## config.mk

```make
export PLATFORM = sky130hd
export DESIGN_NAME = alu_seq_flat
export DESIGN_NICKNAME = d
export VERILOG_FILES = /design/src/rtl/alu_seq_if.sv /design/src/rtl/alu_seq.sv /design/src/flat_wrapper.sv
export SDC_FILE = /design/constraint.sdc
export NUM_CORES = 1
export LEC_CHECK = 0
export CAP_MARGIN = 20
export CELL_PAD_IN_SITES_DETAIL_PLACEMENT = 0
export CELL_PAD_IN_SITES_GLOBAL_PLACEMENT = 1
export CORE_MARGIN = 4
export CORE_UTILIZATION = 42
export CTS_BUF_LIST = sky130_fd_sc_hd__clkbuf_4 sky130_fd_sc_hd__clkbuf_8
export DETAILED_ROUTE_END_ITERATION = 8
export PLACE_DENSITY = 0.9
export SLEW_MARGIN = 10
export SYNTH_ARGS = -nofsm -noshare
export SYNTH_HDL_FRONTEND = slang
export SYNTH_SLANG_ARGS = --single-unit
```

## constraint.sdc

```tcl
create_clock -name clk_i -period 2.88 [get_ports clk_i]
set_clock_uncertainty 0.2 [all_clocks]
set_input_delay 0.72 -clock clk_i [delete_from_list [all_inputs] [get_ports clk_i]]
set_output_delay 0.72 -clock clk_i [all_outputs]
set_load 0.01 [all_outputs]
```

## src/rtl/alu_seq_if.sv

```systemverilog
// alu_seq_if: request/response bundle between the CPU datapath and alu_seq.
//   start_i / op_i / x_i / y_i : request, driven by the master (datapath)
//   r_o / fz_o fc_o fn_o fv_o : registered result and flags, driven by the ALU
//   busy_o / done_o           : handshake status, driven by the ALU
interface alu_seq_if #(
  parameter int WIDTH = 8
);
  logic             start_i;
  logic [3:0]       op_i;
  logic [WIDTH-1:0] x_i;
  logic [WIDTH-1:0] y_i;
  logic [WIDTH-1:0] r_o;
  logic             fz_o;
  logic             fc_o;
  logic             fn_o;
  logic             fv_o;
  logic             busy_o;
  logic             done_o;

  modport master (
    output start_i, op_i, x_i, y_i,
    input  r_o, fz_o, fc_o, fn_o, fv_o, busy_o, done_o
  );

  modport slave (
    input  start_i, op_i, x_i, y_i,
    output r_o, fz_o, fc_o, fn_o, fv_o, busy_o, done_o
  );
endinterface

```

## src/rtl/alu_seq.sv

```systemverilog
// alu_seq: registered ALU with persistent Z/C/N/V flags and a start/busy/done
// handshake. Single-cycle ops complete on the accepting edge; MUL is an
// iterative shift-add taking WIDTH further edges.
//   clk_i  : clock, rising edge
//   rst_ni : asynchronous active-low reset
//   bus    : alu_seq_if slave (request operands, result, flags, busy/done)
module alu_seq #(
  parameter int WIDTH  = 8,
  parameter bit MUL_EN = 1'b1
) (
  input  logic       clk_i,
  input  logic       rst_ni,
  alu_seq_if.slave   bus
);
  localparam int CW = (WIDTH > 2) ? $clog2(WIDTH) : 1;
  localparam logic [CW-1:0] LAST_STEP = CW'(WIDTH - 1);
  localparam int M = WIDTH - 1;

  typedef enum logic [3:0] {
    OP_ADD = 4'd0, OP_SUB = 4'd1, OP_AND = 4'd2, OP_OR  = 4'd3,
    OP_XOR = 4'd4, OP_NOT = 4'd5, OP_SHL = 4'd6, OP_SHR = 4'd7,
    OP_ADC = 4'd8, OP_SBC = 4'd9, OP_MUL = 4'd10, OP_CMP = 4'd11
  } op_e;

  typedef enum logic [0:0] {IDLE, MUL_RUN} state_e;

  state_e             r_state;
  logic [WIDTH-1:0]   r_res;
  logic               r_fz, r_fc, r_fn, r_fv;
  logic               r_busy, r_done;
  logic [2*WIDTH-1:0] r_mx;   // multiplicand, shifted left each step
  logic [WIDTH-1:0]   r_my;   // multiplier, shifted right each step
  logic [2*WIDTH-1:0] r_acc;
  logic [CW-1:0]      r_cnt;

  logic               w_cin, w_bin;
  logic [WIDTH:0]     w_add, w_sub;
  logic               w_add_v, w_sub_v;
  logic [WIDTH-1:0]   w_res;
  logic               w_c, w_v, w_wr_r, w_wr_f;
  logic               w_is_mul;
  logic [2*WIDTH-1:0] w_acc_next;

  // Carry-in / borrow-in come from the flag as it stands at the accepting edge.
  assign w_cin   = (bus.op_i == OP_ADC) & r_fc;
  assign w_bin   = (bus.op_i == OP_SBC) & r_fc;
  assign w_add   = {1'b0, bus.y_i} + {1'b0, bus.x_i} + {{WIDTH{1'b0}}, w_cin};
  assign w_sub   = {1'b0, bus.y_i} - {1'b0, bus.x_i} - {{WIDTH{1'b0}}, w_bin};
  assign w_add_v = (bus.y_i[M] == bus.x_i[M]) && (w_add[M] != bus.y_i[M]);
  assign w_sub_v = (bus.y_i[M] != bus.x_i[M]) && (w_sub[M] != bus.y_i[M]);
  assign w_is_mul = MUL_EN && (bus.op_i == OP_MUL);
  assign w_acc_next = r_acc + (r_my[0] ? r_mx : '0);

  always_comb begin
    // NOTE: every output of this block gets a default first, so no path can
    // leave a signal unassigned and infer a latch.
    w_res  = r_res;
    w_c    = 1'b0;
    w_v    = 1'b0;
    w_wr_r = 1'b1;
    w_wr_f = 1'b1;
    case (bus.op_i)
      OP_ADD, OP_ADC: begin w_res = w_add[M:0]; w_c = w_add[WIDTH]; w_v = w_add_v; end
      OP_SUB, OP_SBC: begin w_res = w_sub[M:0]; w_c = w_sub[WIDTH]; w_v = w_sub_v; end
      OP_CMP: begin
        // Flags follow the difference; the result register is left alone.
        w_res = w_sub[M:0]; w_c = w_sub[WIDTH]; w_v = w_sub_v; w_wr_r = 1'b0;
      end
      OP_AND: w_res = bus.y_i & bus.x_i;
      OP_OR:  w_res = bus.y_i | bus.x_i;
      OP_XOR: w_res = bus.y_i ^ bus.x_i;
      OP_NOT: w_res = ~bus.x_i;
      OP_SHL: begin w_res = {bus.x_i[M-1:0], 1'b0}; w_c = bus.x_i[M]; end
      OP_SHR: begin w_res = {1'b0, bus.x_i[M:1]};   w_c = bus.x_i[0]; end
      // Codes 12-15, and code 10 with MUL_EN=0, keep result and flags.
      default: begin w_wr_r = 1'b0; w_wr_f = 1'b0; end
    endcase
  end

  always_ff @(posedge clk_i or negedge rst_ni) begin
    if (!rst_ni) begin
      r_state <= IDLE;
      r_res   <= '0;
      r_fz    <= 1'b0;
      r_fc    <= 1'b0;
      r_fn    <= 1'b0;
      r_fv    <= 1'b0;
      r_busy  <= 1'b0;
      r_done  <= 1'b0;
      r_mx    <= '0;
      r_my    <= '0;
      r_acc   <= '0;
      r_cnt   <= '0;
    end else begin
      // NOTE: non-blocking assignments throughout, so every register here
      // samples the pre-edge value of the others regardless of statement order.
      r_done <= 1'b0;
      case (r_state)
        IDLE: begin
          if (bus.start_i) begin
            if (w_is_mul) begin
              r_mx    <= {{WIDTH{1'b0}}, bus.x_i};
              r_my    <= bus.y_i;
              r_acc   <= '0;
              r_cnt   <= '0;
              r_busy  <= 1'b1;
              r_state <= MUL_RUN;
            end else begin
              r_done <= 1'b1;
              if (w_wr_r) r_res <= w_res;
              if (w_wr_f) begin
                r_fz <= (w_res == '0);
                r_fc <= w_c;
                r_fn <= w_res[M];
                r_fv <= w_v;
              end
            end
          end
        end
        MUL_RUN: begin
          r_acc <= w_acc_next;
          r_mx  <= r_mx << 1;
          r_my  <= r_my >> 1;
          r_cnt <= r_cnt + 1'b1;
          if (r_cnt == LAST_STEP) begin
            r_res   <= w_acc_next[M:0];
            r_fz    <= (w_acc_next[M:0] == '0);
            r_fc    <= |w_acc_next[2*WIDTH-1:WIDTH];
            r_fn    <= w_acc_next[M];
            r_fv    <= 1'b0;
            r_busy  <= 1'b0;
            r_done  <= 1'b1;
            r_state <= IDLE;
          end
        end
        default: r_state <= IDLE;
      endcase
    end
  end

  assign bus.r_o    = r_res;
  assign bus.fz_o   = r_fz;
  assign bus.fc_o   = r_fc;
  assign bus.fn_o   = r_fn;
  assign bus.fv_o   = r_fv;
  assign bus.busy_o = r_busy;
  assign bus.done_o = r_done;
endmodule

```

## src/flat_wrapper.sv

```systemverilog
// flat-port wrapper written by rule: the top's interface ports become plain ports
module alu_seq_flat 
#(
  parameter int WIDTH  = 8,
  parameter bit MUL_EN = 1'b1
)
  (clk_i, rst_ni, bus_start_i, bus_op_i, bus_x_i, bus_y_i, bus_r_o, bus_fz_o, bus_fc_o, bus_fn_o, bus_fv_o, bus_busy_o, bus_done_o);
  alu_seq_if #(.WIDTH(WIDTH)) bus_i ();
  input  logic clk_i;
  input  logic rst_ni;
  input wire logic [$bits(bus_i.start_i)-1:0] bus_start_i;
  input wire logic [$bits(bus_i.op_i)-1:0] bus_op_i;
  input wire logic [$bits(bus_i.x_i)-1:0] bus_x_i;
  input wire logic [$bits(bus_i.y_i)-1:0] bus_y_i;
  output wire logic [$bits(bus_i.r_o)-1:0] bus_r_o;
  output wire logic [$bits(bus_i.fz_o)-1:0] bus_fz_o;
  output wire logic [$bits(bus_i.fc_o)-1:0] bus_fc_o;
  output wire logic [$bits(bus_i.fn_o)-1:0] bus_fn_o;
  output wire logic [$bits(bus_i.fv_o)-1:0] bus_fv_o;
  output wire logic [$bits(bus_i.busy_o)-1:0] bus_busy_o;
  output wire logic [$bits(bus_i.done_o)-1:0] bus_done_o;
  assign bus_i.start_i = bus_start_i;
  assign bus_i.op_i = bus_op_i;
  assign bus_i.x_i = bus_x_i;
  assign bus_i.y_i = bus_y_i;
  assign bus_r_o = bus_i.r_o;
  assign bus_fz_o = bus_i.fz_o;
  assign bus_fc_o = bus_i.fc_o;
  assign bus_fn_o = bus_i.fn_o;
  assign bus_fv_o = bus_i.fv_o;
  assign bus_busy_o = bus_i.busy_o;
  assign bus_done_o = bus_i.done_o;
  alu_seq #(.WIDTH(WIDTH), .MUL_EN(MUL_EN)) u_core (.clk_i(clk_i), .rst_ni(rst_ni), .bus(bus_i));
endmodule
```

# Word-level counts from Yosys, hierarchy flattened
# Index checks and enable logic that the tools add are counted.
# classes
reduce_logical,14
n_addsub,6
mux,54
n_eq_ne,22
n_bitwise,7
# op_table
operator,n
16-bit 2-to-1 mux,5
16-bit one-hot mux with 2 select lines,2
8-bit one-hot mux with 8 select lines,1
8-bit 2-to-1 mux,6
8-bit one-hot mux with 2 select lines,2
1-bit 2-to-1 mux,26
16-bit adder,1
4-bit by 3-bit == test with 1-bit output (second input constant),4
4-bit == test (second input constant),4
8-bit logical NOT,2
1-bit one-hot mux with 2 select lines,8
11-bit OR reduction,1
10-bit OR reduction,1
8-bit by 8-bit adder with 9-bit output,1
9-bit by 1-bit adder with 9-bit output,1
8-bit by 8-bit subtractor with 9-bit output,1
9-bit by 1-bit subtractor with 9-bit output,1
8-bit AND,1
4-bit by 2-bit == test with 1-bit output (second input constant),2
8-bit inverter,1
8-bit bitwise OR,1
4-bit AND reduction,2
8-bit OR reduction,1
8-bit XOR,1
18 further kinds,27
# totals
word_cells,115
out_inout_bits,14
in_bits,23
register_bits,58

# Logic depth before layout (Yosys ltp)
# logic_depth
word_depth,10
ltp_mapped,15
depth_no_buf,13

# Worst setup path before layout
# Ideal clock, no wire load.
# synth_timing
path_type,input to register
from,input port bus_op_i[0]
to,"register u_core.r_res[7], in the netlist u_core.bus.r_o[7]"
t_arrival_ns,3.547
path_stages,15
setup_slack_ns,-0.994
t_required_ns,2.553
setup_ns,0.127
n_path_buf,3
path_cell_list,buf_4 -> buf_2 -> buf_1 -> nand4b_1 -> fa_1 -> inv_1 -> ha_1 -> o21ai_1 -> a21oi_1 -> o211ai_1 -> o311ai_1 -> a21o_1 -> nor3_2 -> o31ai_2 -> mux2_1
# synth_between
elab_chain_cells,8
word_cells_on_any_way,28
cone_classes,add/sub (2); eq/ne (13); mux (6); bitwise (2); reduce/logical (5)
# synth_lines
element,line,text
start: declaration,flat_wrapper.sv:12,input wire logic [$bits(bus_i.op_i)-1:0] bus_op_i;
4-bit == test (on tied branches),"alu_seq.sv:46, alu_seq.sv:62, alu_seq.sv:45",
1-bit AND (on tied branches),"alu_seq.sv:46, alu_seq.sv:45",
9-bit by 1-bit subtractor with 9-bit output or 9-bit by 1-bit adder with 9-bit output (tied branches),"alu_seq.sv:48, alu_seq.sv:47",
8-bit one-hot mux with 8 select lines,alu_seq.sv:62,case (bus.op_i)
8-bit 2-to-1 mux,alu_seq.sv:110,if (w_wr_r) r_res <= w_res;
8-bit 2-to-1 mux,alu_seq.sv:101,if (w_is_mul) begin
8-bit 2-to-1 mux,alu_seq.sv:100,if (bus.start_i) begin
8-bit one-hot mux with 2 select lines,alu_seq.sv:98,case (r_state)
end signal: assignment,alu_seq.sv:110,
end signal: assignment,alu_seq.sv:126,r_res <= w_acc_next[M:0];
end: declaration,alu_seq.sv:28,logic [WIDTH-1:0] r_res;
# Parallel ways exist; a longest one is shown, timed or not. The select of a mux whose other input is x is not followed.
# A chain may end at the register's enable or synchronous reset.

# Worst setup path in the final report
# layout_timing
from,input port bus_y_i[0]
to,"register u_core.r_fz, in the netlist u_core.bus.fz_o"
# layout_between
elab_chain_cells,8
word_cells_on_any_way,13
cone_classes,add/sub (4); mux (5); bitwise (3); reduce/logical (1)
# layout_lines
element,line,text
start: declaration,flat_wrapper.sv:14,input wire logic [$bits(bus_i.y_i)-1:0] bus_y_i;
8-bit by 8-bit subtractor with 9-bit output or 8-bit by 8-bit adder with 9-bit output (tied branches),"alu_seq.sv:48, alu_seq.sv:47",
9-bit by 1-bit subtractor with 9-bit output or 9-bit by 1-bit adder with 9-bit output (tied branches),"alu_seq.sv:48, alu_seq.sv:47",
8-bit one-hot mux with 8 select lines (*),alu_seq.sv:62,
8-bit logical NOT (*),alu_seq.sv:112,r_fz <= (w_res == '0);
1-bit 2-to-1 mux (*),alu_seq.sv:111,if (w_wr_f) begin
1-bit 2-to-1 mux (*),alu_seq.sv:101,
1-bit 2-to-1 mux (*),alu_seq.sv:100,
1-bit one-hot mux with 2 select lines (*),alu_seq.sv:98,
end signal: assignment,alu_seq.sv:112,
end signal: assignment,alu_seq.sv:127,r_fz <= (w_acc_next[M:0] == '0);
end: declaration,alu_seq.sv:29,"logic r_fz, r_fc, r_fn, r_fv;"
# Every way passes the cells marked *; elsewhere a longest branch is shown, timed or not. The select of a mux whose other input is x is not followed.

==> impl_metrics.env <==
export IMPL_ys_flop_type="dfrtp_1"
export IMPL_clockBufferDepth=2
export IMPL_setup_viol=11
export IMPL_rsz0062_at_grt="true"
export IMPL_yosys_area_top_type="dfrtp_1"
export IMPL_hpwl_um=11090
export IMPL_wl_um=15720
export IMPL_ys_warn_count=0
export IMPL_clk_pin_slew_ps=70
export IMPL_min_period_ps=3252
export IMPL_p_total_mw=4.406
export IMPL_instances_no_fill=887
export IMPL_worstRegToRegCells=10
export IMPL_globalplace_congestion=0.9784
export IMPL_path_class="input pin to flip-flop"
export IMPL_yosys_cell_types_count=68
export IMPL_cts_sinks=58
export IMPL_netlist_instances=599
export IMPL_h_tree_depth=3
export IMPL_start_util_pct=43.33
export IMPL_max_freq_ghz=0.3075
export IMPL_drc_errors=0
export IMPL_antenna_found_initial=0
export IMPL_vdd_ir_drop_max_mv=0.4740
export IMPL_grt_pass1_wl_um=24430
export IMPL_gr_total_overflow=0
export IMPL_slew_headroom_pct=59.93
export IMPL_cp_max_fo=3
export IMPL_place_area_mm2=0.006327
export IMPL_netlist_area_mm2=0.004990
export IMPL_async_flop_share_pct=100.0
export IMPL_r2r_start="u_core.r_mx[0]"
export IMPL_outcome="finished with violations"
export IMPL_cap_viol_max_count=0
export IMPL_io_buffers=36
export IMPL_drive_above_1_share_pct=32.12
export IMPL_crit_start="bus_y_i[0]"
export IMPL_synthTopCellsByArea="dfrtp_1, ha_1, nand2_1"
export IMPL_antenna_left=0
export IMPL_drt_iter0_drc=588
export IMPL_synth_edf_count=0
export IMPL_die_w_um=117.0
export IMPL_violations="setup timing"
export IMPL_root_buffer="clkbuf_8"
export IMPL_ios=37
export IMPL_tightest_slew_ps=600.4
export IMPL_synthesis_nets=674
export IMPL_layout_setup_ws_ps=-371.8
export IMPL_post_route_period_util_pct=112.9
export IMPL_cts_made_buffers=9
export IMPL_power_density_mw_per_mm2=623.7
export IMPL_die_area_mm2=0.01369
export IMPL_viasPerCell=5.719
export IMPL_netlist_area_leader_share_pct=29.09
export IMPL_p_leak_nw=3.265
export IMPL_area_growth_pct=41.57
export IMPL_grt_total_usage_pct=22.64
export IMPL_die_height_um=117.0
export IMPL_r2r_end="u_core.bus.fc_o"
export IMPL_arrival_ps=3290
export IMPL_worstSetupStartpointType="input pin"
export IMPL_hold_violations=0
export IMPL_fin_hold_ws_ps=164.2
export IMPL_hold_buffers=0
export IMPL_via_count=5073
export IMPL_dr_pass1_iters=5
export IMPL_dp_cells=863
export IMPL_tns_ps=-2599
export IMPL_cts_tree="built"
export IMPL_final_max_slew_viol_count=0
export IMPL_ys_ff_latch=58
export IMPL_setup_worst_path_end="u_core.bus.fz_o"
export IMPL_core_area_mm2=0.01152
export IMPL_grt_max_degree=81
export IMPL_grt_pass1_vias=5048
export IMPL_rows=39
export IMPL_ys_seq_area_share_pct=29.09
export IMPL_wire_per_inst_um=17.72
export IMPL_cp_required_ps=2920
export IMPL_antenna_cells=0
export IMPL_fin_nets=815
export IMPL_worst_r2r_setup_slack_ps=-250
export IMPL_post_route_cell_area_mm2=0.007064
export IMPL_clk_latency_ps=340
export IMPL_cp_end_kind="flip-flop"
export IMPL_fillCellCount=956
export IMPL_syn_avg_cell_area_um2=8.330
export IMPL_min_path_type="input pin to async pin"
[worst min-delay path by stage]
stage / to / depth (start not counted) / startpoint
finish: u_core.r_acc[0] / 2 / rst_ni
global route: u_core.r_acc[8] / 2 / rst_ni
floorplan: u_core.bus.busy_o / 0 / rst_ni
CTS: u_core.r_acc[0] / 2 / rst_ni
global placement: u_core.r_my[5] / 2 / u_core.r_my[6]
detailed placement: u_core.r_my[5] / 2 / u_core.r_my[6]
[through the flow]
step / utilization [%] / setup WS, ps
final: 61.34 / -371.8
after global routing: 61.34 / -434.5
after CTS: 58.53 / -383.0
after detailed placement: 54.94 / -1111
after global placement: 54.94 / -1024
after floorplan: - / -646.3
[Yosys cell counts, types with 10 or more instances]
master	instances
a21o_1	11
a21oi_1	39
and2_1	15
clkbuf_1	20
dfrtp_1	58
ha_1	47
inv_1	31
nand2_1	81
nor2_1	43
nor2b_1	11
nor3_1	12
o21a_1	14
o21ai_0	53
xnor2_1	11
xor2_1	10
[layout by cell type (no fill, tap or decap), types with 5 or more instances in the layout]
master	n
buf_4	116
inv_1	21
ha_4	14
nor2b_1	9
o21ai_1	10
nand2_1	81
ha_1	29
fa_2	5
dfrtp_1	57
nand2b_1	7
nand3_1	6
a21oi_1	34
o21ai_0	45
clkbuf_8	9
buf_6	9
o21a_1	13
xor2_1	10
xnor2_1	9
dlygate4sd2_1	9
and2_1	12
nor3_1	10
o22ai_1	6
a21oi_2	5
a21o_1	11
clkdlybuf4s50_1	20
inv_2	10
or3_1	6
nor2_1	39
a22o_1	7
mux2i_1	8
[where the power goes]
part	switching (mW)	leakage, nW	internal, mW
logic	1.16	2.39	1.07
registers	0.254	0.767	1.12
clock network	0.335	0.105	0.477
[sequential cells by signal, summed over array words and instances (netlist names)]
name               count
u_core.r_acc          16
u_core.r_mx           16
u_core.bus.r_o         8
u_core.r_my            8
u_core.r_cnt           3
u_core.bus.busy_o      1
u_core.bus.done_o      1
u_core.bus.fc_o        1
u_core.bus.fn_o        1
u_core.bus.fv_o        1
u_core.bus.fz_o        1
u_core.r_state         1
[layout make-up]
type | count | area (um^2) | area share [%]
clock inverter | 6 | 82.58 | 1.169
inverter | 31 | 116.4 | 1.647
multi-input combinational | 478 | 3749 | 53.06
clock buffer | 9 | 123.9 | 1.753
sequential | 58 | 1453 | 20.56
timing repair buffer | 162 | 1361 | 19.27
tap | 143 | 178.9 | 2.533
[logic make-up (layout without fill, tap and decap cells)]
family / Yosys count / count (layout) / synth area share (%)
multiplexers: 16 / 16 / 4.087
adder cells (fa/ha/maj): 52 / 52 / 13.79
AND/OR/NAND/NOR: 207 / 207 / 19.91
XOR/XNOR: 21 / 21 / 3.686
flip-flops: 58 / 58 / 29.09
AO/OA/AOI/OAI: 182 / 182 / 23.90
buffers and inverters: 63 / 208 / 5.541
[layer usage]
metal | wire (um) | vias up | GRT usage, %
met2 | 7773 | 178 | 37.92
li1 | - | 2399 | -
met1 | 6500 | 2453 | 28.41
met4 | 523 | 0 | 9.327
met3 | 917 | 43 | 4.781
met5 | 0 | - | 0
[what timing repair did]
action	4_1_cts	5_1_grt
buffers inserted	4	5
endpoints found under the setup margin	16	16
resized for setup	64	55
pin swaps	33	42
[critical path, stage by stage]
cell and delay (ps):
dlygate4sd2_1 290, fa_2 430, fa_2 380, o21a_1 230
or3_1 330, a31oi_1 150, nor2_1 60, o22ai_1 140
and4_1 210, nand4_1 80, o31ai_1 270
No activity file was read; power rests on OpenSTA's default activity.
